## src/rtl/fpu_pkg.sv

```systemverilog
// Shared half-precision constants and the result classification helper used by the
// writeback stage.
package fpu_pkg;

    localparam logic [4:0]  HP_EXP_MAX = 5'h1F;
    localparam logic [15:0] HP_QNAN    = 16'h7E00;

    localparam int unsigned HP_EXP_MSB = 14;
    localparam int unsigned HP_EXP_LSB = 10;
    localparam int unsigned HP_MAN_MSB = 9;
    localparam int unsigned HP_MAN_LSB = 0;

    localparam int unsigned FLAG_NAN = 2;
    localparam int unsigned FLAG_INF = 1;
    localparam int unsigned FLAG_OVF = 0;

    // An overflow is only reported when the result is a finite number.
    function automatic logic [2:0] classify(input logic [15:0] res, input logic ovf);
        logic [4:0] exp_f;
        logic [9:0] man_f;
        logic [2:0] flags;
        exp_f = res[HP_EXP_MSB:HP_EXP_LSB];
        man_f = res[HP_MAN_MSB:HP_MAN_LSB];
        flags = '0;
        flags[FLAG_NAN] = (exp_f == HP_EXP_MAX) && (man_f != '0);
        flags[FLAG_INF] = (exp_f == HP_EXP_MAX) && (man_f == '0);
        flags[FLAG_OVF] = ovf && !flags[FLAG_NAN] && !flags[FLAG_INF];
        return flags;
    endfunction

endpackage

```

## src/rtl/fpu_add_wb_if.sv

```systemverilog
// Adder-result and register-file writeback signals of the FPU add writeback stage.
// The slave modport is the writeback stage's own view.
interface fpu_add_wb_if #(
    parameter int unsigned DEPTH = 4,
    parameter int unsigned TAG_W = 4
);
    localparam int unsigned CW = $clog2(DEPTH) + 1;

    logic [15:0]      i_res;
    logic             i_res_vld;
    logic             i_overflow;
    logic [TAG_W-1:0] i_tag;
    logic             o_ready;
    logic [15:0]      o_wb_data;
    logic [TAG_W-1:0] o_wb_tag;
    logic             o_wb_vld;
    logic             i_wb_rdy;
    logic [2:0]       o_flags;
    logic             i_flags_clr;
    logic [CW-1:0]    o_count;

    modport slave (
        input  i_res, i_res_vld, i_overflow, i_tag, i_wb_rdy, i_flags_clr,
        output o_ready, o_wb_data, o_wb_tag, o_wb_vld, o_flags, o_count
    );

    modport master (
        output i_res, i_res_vld, i_overflow, i_tag, i_wb_rdy, i_flags_clr,
        input  o_ready, o_wb_data, o_wb_tag, o_wb_vld, o_flags, o_count
    );

endinterface

```

## src/rtl/fpu_res_fifo.sv

```systemverilog
// Generic synchronous FIFO with extra-MSB pointers; read data reads as zero when empty.
module fpu_res_fifo #(
    parameter int unsigned DEPTH = 4,
    parameter int unsigned WIDTH = 20,
    localparam int unsigned AW = $clog2(DEPTH),
    localparam int unsigned CW = AW + 1
) (
    input  logic             i_clk,
    input  logic             i_rst_n,
    input  logic             i_push,
    input  logic             i_pop,
    input  logic [WIDTH-1:0] i_wdata,
    output logic [WIDTH-1:0] o_rdata,
    output logic             o_full,
    output logic             o_empty,
    output logic [CW-1:0]    o_count
);

    logic [WIDTH-1:0] mem_q [DEPTH];
    logic [AW:0]      wptr_q, rptr_q;
    logic [CW-1:0]    count_q;
    logic             push_ok, pop_ok;

    assign o_empty = (wptr_q == rptr_q);
    assign o_full  = (wptr_q[AW] != rptr_q[AW]) && (wptr_q[AW-1:0] == rptr_q[AW-1:0]);
    assign push_ok = i_push && !o_full;
    assign pop_ok  = i_pop && !o_empty;
    assign o_rdata = o_empty ? '0 : mem_q[rptr_q[AW-1:0]];
    assign o_count = count_q;

    always_ff @(posedge i_clk or negedge i_rst_n) begin
        if (!i_rst_n) begin
            wptr_q  <= '0;
            rptr_q  <= '0;
            count_q <= '0;
            for (int i = 0; i < DEPTH; i++) begin
                mem_q[i] <= '0;
            end
        end else begin
            if (push_ok) begin
                mem_q[wptr_q[AW-1:0]] <= i_wdata;
                wptr_q                <= wptr_q + 1'b1;
            end
            if (pop_ok) begin
                rptr_q <= rptr_q + 1'b1;
            end
            unique case ({push_ok, pop_ok})
                2'b10:   count_q <= count_q + 1'b1;
                2'b01:   count_q <= count_q - 1'b1;
                default: count_q <= count_q;
            endcase
        end
    end

endmodule

```

## src/rtl/fpu_add_wb.sv

```systemverilog
// Writeback stage behind the half-precision adder: queues {result, tag} for the register
// file and keeps sticky NaN / infinity / overflow flags for the status register.
module fpu_add_wb
    import fpu_pkg::*;
#(
    parameter int unsigned DEPTH = 4,
    parameter int unsigned TAG_W = 4
) (
    input logic          i_clk,
    input logic          i_rst_n,
    fpu_add_wb_if.slave  bus
);

    localparam int unsigned W  = 16 + TAG_W;
    localparam int unsigned CW = $clog2(DEPTH) + 1;

    logic          push, pop, full, empty;
    logic [W-1:0]  rdata;
    logic [CW-1:0] count;
    logic [2:0]    cls, flags_d, flags_q;

    // Ready depends only on registered state; a pop never frees a slot for the same edge.
    assign push = bus.i_res_vld && !full;
    assign pop  = bus.i_wb_rdy && !empty;

    fpu_res_fifo #(
        .DEPTH (DEPTH),
        .WIDTH (W)
    ) u_fifo (
        .i_clk   (i_clk),
        .i_rst_n (i_rst_n),
        .i_push  (push),
        .i_pop   (pop),
        .i_wdata ({bus.i_res, bus.i_tag}),
        .o_rdata (rdata),
        .o_full  (full),
        .o_empty (empty),
        .o_count (count)
    );

    assign bus.o_ready                   = !full;
    assign bus.o_wb_vld                  = !empty;
    assign {bus.o_wb_data, bus.o_wb_tag} = rdata;
    assign bus.o_count                   = count;
    assign bus.o_flags                   = flags_q;

    // Clear and set in the same cycle: bits being set survive the clear.
    always_comb begin
        cls     = classify(bus.i_res, bus.i_overflow);
        flags_d = bus.i_flags_clr ? '0 : flags_q;
        if (push) begin
            flags_d = flags_d | cls;
        end
    end

    always_ff @(posedge i_clk or negedge i_rst_n) begin
        if (!i_rst_n) begin
            flags_q <= '0;
        end else begin
            flags_q <= flags_d;
        end
    end

    // A result offered while full must leave the queue untouched.
    assert property (@(posedge i_clk) disable iff (!i_rst_n)
        (bus.i_res_vld && !bus.o_ready && !pop) |=> (bus.o_count == $past(bus.o_count)));

endmodule

```

## src/flat_wrapper.sv

```systemverilog
// flat-port wrapper written by rule: the top's interface ports become plain ports
module fpu_add_wb_flat import fpu_pkg::*;
#(
    parameter int unsigned DEPTH = 4,
    parameter int unsigned TAG_W = 4
)
  (i_clk, i_rst_n, bus_i_res, bus_i_res_vld, bus_i_overflow, bus_i_tag, bus_i_wb_rdy, bus_i_flags_clr, bus_o_ready, bus_o_wb_data, bus_o_wb_tag, bus_o_wb_vld, bus_o_flags, bus_o_count);
  fpu_add_wb_if #(.DEPTH(DEPTH), .TAG_W(TAG_W)) bus_i ();
  input logic i_clk;
  input logic i_rst_n;
  input wire logic [$bits(bus_i.i_res)-1:0] bus_i_res;
  input wire logic [$bits(bus_i.i_res_vld)-1:0] bus_i_res_vld;
  input wire logic [$bits(bus_i.i_overflow)-1:0] bus_i_overflow;
  input wire logic [$bits(bus_i.i_tag)-1:0] bus_i_tag;
  input wire logic [$bits(bus_i.i_wb_rdy)-1:0] bus_i_wb_rdy;
  input wire logic [$bits(bus_i.i_flags_clr)-1:0] bus_i_flags_clr;
  output wire logic [$bits(bus_i.o_ready)-1:0] bus_o_ready;
  output wire logic [$bits(bus_i.o_wb_data)-1:0] bus_o_wb_data;
  output wire logic [$bits(bus_i.o_wb_tag)-1:0] bus_o_wb_tag;
  output wire logic [$bits(bus_i.o_wb_vld)-1:0] bus_o_wb_vld;
  output wire logic [$bits(bus_i.o_flags)-1:0] bus_o_flags;
  output wire logic [$bits(bus_i.o_count)-1:0] bus_o_count;
  assign bus_i.i_res = bus_i_res;
  assign bus_i.i_res_vld = bus_i_res_vld;
  assign bus_i.i_overflow = bus_i_overflow;
  assign bus_i.i_tag = bus_i_tag;
  assign bus_i.i_wb_rdy = bus_i_wb_rdy;
  assign bus_i.i_flags_clr = bus_i_flags_clr;
  assign bus_o_ready = bus_i.o_ready;
  assign bus_o_wb_data = bus_i.o_wb_data;
  assign bus_o_wb_tag = bus_i.o_wb_tag;
  assign bus_o_wb_vld = bus_i.o_wb_vld;
  assign bus_o_flags = bus_i.o_flags;
  assign bus_o_count = bus_i.o_count;
  fpu_add_wb #(.DEPTH(DEPTH), .TAG_W(TAG_W)) u_core (.i_clk(i_clk), .i_rst_n(i_rst_n), .bus(bus_i));
endmodule
```

## config.mk

```make
export PLATFORM = sky130hd
export DESIGN_NAME = fpu_add_wb_flat
export DESIGN_NICKNAME = d
export VERILOG_FILES = /design/src/rtl/fpu_pkg.sv /design/src/rtl/fpu_add_wb_if.sv /design/src/rtl/fpu_res_fifo.sv /design/src/rtl/fpu_add_wb.sv /design/src/flat_wrapper.sv
export SDC_FILE = /design/constraint.sdc
export NUM_CORES = 1
export LEC_CHECK = 0
export CAP_MARGIN = 20
export CORE_ASPECT_RATIO = 0.5
export CORE_MARGIN = 3
export CORE_UTILIZATION = 45
export DETAILED_ROUTE_END_ITERATION = 12
export HOLD_SLACK_MARGIN = 0.08
export MAX_ROUTING_LAYER = met4
export PLACE_DENSITY = 0.75
export SLEW_MARGIN = 5
export SYNTH_ARGS = -nofsm -noshare
export SYNTH_HDL_FRONTEND = slang
export SYNTH_HIERARCHICAL = 1
export SYNTH_SLANG_ARGS = --single-unit
export TNS_END_PERCENT = 1
```

## constraint.sdc

```tcl
create_clock -name i_clk -period 3 [get_ports i_clk]
set_clock_uncertainty 0.2 [all_clocks]
set_input_delay 0.9 -clock i_clk [delete_from_list [all_inputs] [get_ports i_clk]]
set_output_delay 0.9 -clock i_clk [all_outputs]
set_load 0.02 [all_outputs]
```

==> flow_summary.yaml <==
routing:
  firstDrtPassIters: 4
  wire_per_inst_um: 19.3
  drt_iter0_drc: 98
  routed_wl_um: 9800
  num_vias: 2645
  antenna_left: 0
  drc_errors: 0
  viasPerCell: 5.21
worst_setup_path:
  cp.required_ns: 1.90
  start_kind: "register"
  rrSetupSlack_ns: 0.22
  regToRegEndpoint: "u_core/u_fifo/o_count[2]"
  path_class: "reg2out"
  cp.arrival_ns: 1.85
  r2r_start: "u_core/u_fifo/rptr_q[0]"
  r2r_cells: 13
  critical_path.max_fanout: 5
  cp-end-kind: "output pin"
timing:
  min_period_over_period_pct: 98.4
  timing.setup.tns_ns: 0
  period_needed_ns: 2.95
  setup_slack_ns: 0.0466
  rsz0062_at_grt: "yes"
  drv_slew: 0
  fmax_mhz: 339
  slew_headroom_pct: 72.2
  fin_hold_ws_ns: 0.265
  finalHoldViolCount: 0
  worst_pin_slew_ns: 0.417
  setup_viol: 0
yosys:
  yosysTopAreaCell: "dfrtp_1"
  ys_ff_latch: 92
  postSynth.asyncResetShare_pct: 100
  postSynthAreaPerCell_um2: 15.6
  synth_compound_area_share_pct: 2.80
  synth_cell_types: 34
  ys.warnings.count: 6
  synth_top_area_share_pct: 51.0
  synth_enable_flop_cells: 0
  syn_inst: 289
  yosys-top-cells-area: "dfrtp_1 (51%), mux2_2 (15%), mux4_2 (10%)"
  synth_common_cells: "dfrtp_1 (92), mux2_2 (59), mux2_4 (22), nor2b_1 (22), mux4_2 (20)"
  synthMuxAreaShare_pct: 32.3
  synthFlopType: "dfrtp_1"
  synthXorXnorAreaFrac_pct: 3.27
  synth_area_um2: 4510
  yosys.area_share.adder_pct: 2.11
  synth-seq-area-share_pct: 51.0
  synth_top_family_by_area: "multiplexers"
  synth_nets: 322
  yosys.cell_count.top_type: "dfrtp_1"
  synthSimpleGateAreaFrac_pct: 5.27
placed_design:
  globalplace.congestion: 0.786
  portBuffers: 53
  dp_hpwl_um: 6650
  placed_cells: 487
  place_ws_ns: 0.0263
global_routing:
  antenna_found_initial: 0
  grt_max_degree: 61
  grt_first_pass_wirelength_um: 16100
  grt_pass1_vias: 2949
  track_usage_pct: 18.7
  grt.overflow.total: 0
cells_and_area:
  synthToLayoutAreaGrowth_pct: 24.6
  final-instance-count-excl-fill: 508
  diodes: 0
  regArea_um2: 2300
  fill_cells: 741
  fin_nets: 401
  drive_above_1_share_pct: 48.8
  multiInputGateArea_um2: 2070
floorplan:
  die_h_um: 76.8
  row_count: 25
  die_x_um: 148
  coreArea_um2: 9600
  die_area_um2: 11300
  pin_count: 54
  initial_core_util_pct: 47.0
worst_hold_path:
  holdPathStages: 1
  min_from: "u_core/u_fifo/o_count[2]"
  hold_path.class: "reg2reg"
  min_to: "u_core/u_fifo/o_count[2]"
clocking:
  cts_sinks: 92
  cts_hold_buf: 0
  clkTransAtPathRegs_ns: 0.06
  htree_levels: 3
  cts_tree: "done"
  numCtsBuffers: 9
  cts-root-buf: "clkbuf_16"
  clk_latency_ns: 0.34
  clk_path_buf_depth: 2
power_and_ir_drop:
  leakagePower_nw: 2.41
  p_per_area_nw_per_um2: 1370
  peakVddDrop_uv: 449
flow_run:
  cap_violations: 0
run_status:
  status: "completed"
[worst max-delay path by stage]
stage / from / end / depth (start not counted)
floorplan: u_core/u_fifo/rptr_q[0] / u_core/u_fifo/o_count[2] / 12
global placement: bus_i_res_vld / u_core/u_fifo/o_count[2] / 8
detailed placement: bus_i_res_vld / u_core/u_fifo/o_count[1] / 6
CTS: u_core/u_fifo/rptr_q[0] / bus_o_wb_data[10] / 7
global route: u_core/u_fifo/rptr_q[0] / bus_o_wb_data[15] / 7
finish: u_core/u_fifo/rptr_q[0] / bus_o_wb_data[14] / 7
[kinds of logic after synthesis]
kind of cell | count (synthesis)
DFF | 92
muxes | 102
and+or+nand+nor | 40
buffers and inverters | 22
AOI/OAI and AO/OA | 13
xor gates and xnor gates | 13
adders and majority gates | 7
[repair_timing]
item / CTS / global route
gates cloned: 0 / 1
buffers inserted: 2 / 2
setup endpoints to repair: 22 / 22
hold endpoints to repair: 0 / 0
pin swaps: 1 / 1
gates resized for setup: 89 / 9
[area by class of cell]
cell class	count	share of cell area (%)
tap	135	3.00
clock inverter	7	1.34
sequential	92	41.0
clock buffer	9	4.01
multi-input combinational	175	36.9
timing repair buffer	84	13.4
inverter	6	0.401
[routing by layer]
layer	routed length [um]	GRT usage, %	part of all wire [%]
met5	0	-	0
met1	4400	23.7	45
met3	412	5.90	4.2
met4	59	3.44	0.60
met2	4930	30.1	50
[state kept, by name, summed over array words and instances, names as in the netlist]
register and flops:
u_core/u_fifo/mem_q 80, u_core/u_fifo/o_count 3, u_core/u_fifo/rptr_q 3, u_core/u_fifo/wptr_q 3, u_core/bus.o_flags 3
[per-stage QoR]
stage	util (%)	cell area, um^2	power [mW]
6_report	58.5	5620	7.70
3_5_place_dp	55.6	5340	6.71
3_3_place_gp	55.6	5340	6.53
5_1_grt	58.5	5620	8.16
4_1_cts	57.9	5560	7.62
2_1_floorplan	-	4510	5.10
[critical path: stages, from the launching register on]
cell	delay (ns)
dfrtp_2	0.44
buf_12	0.14
xor2_1	0.17
nor3_2	0.21
buf_4	0.20
clkbuf_16	0.15
nor2b_1	0.04
buf_4	0.15
[layout by cell type, fill, tap and decap left out, types with 10 or more instances in the layout]
cell type        instances
clkdlybuf4s50_1         30
buf_2                   15
clkbuf_16               10
mux2_2                  59
mux2_4                  22
dfrtp_1                 91
mux4_2                  20
nor2b_1                 22
buf_4                   30
[report_power, final]
| part | leakage (nW) | switching (mW) | total [mW] | internal [mW] |
|---|---|---|---|---|
| sequential | 1.10 | 0.372 | 2.26 | 1.89 |
| clock | 0.150 | 0.484 | 1.14 | 0.651 |
| combinational | 1.17 | 1.98 | 4.30 | 2.32 |
| total | 2.41 | 2.83 | 7.70 | 4.86 |
Note: power is estimated with default switching activity, not from simulation.
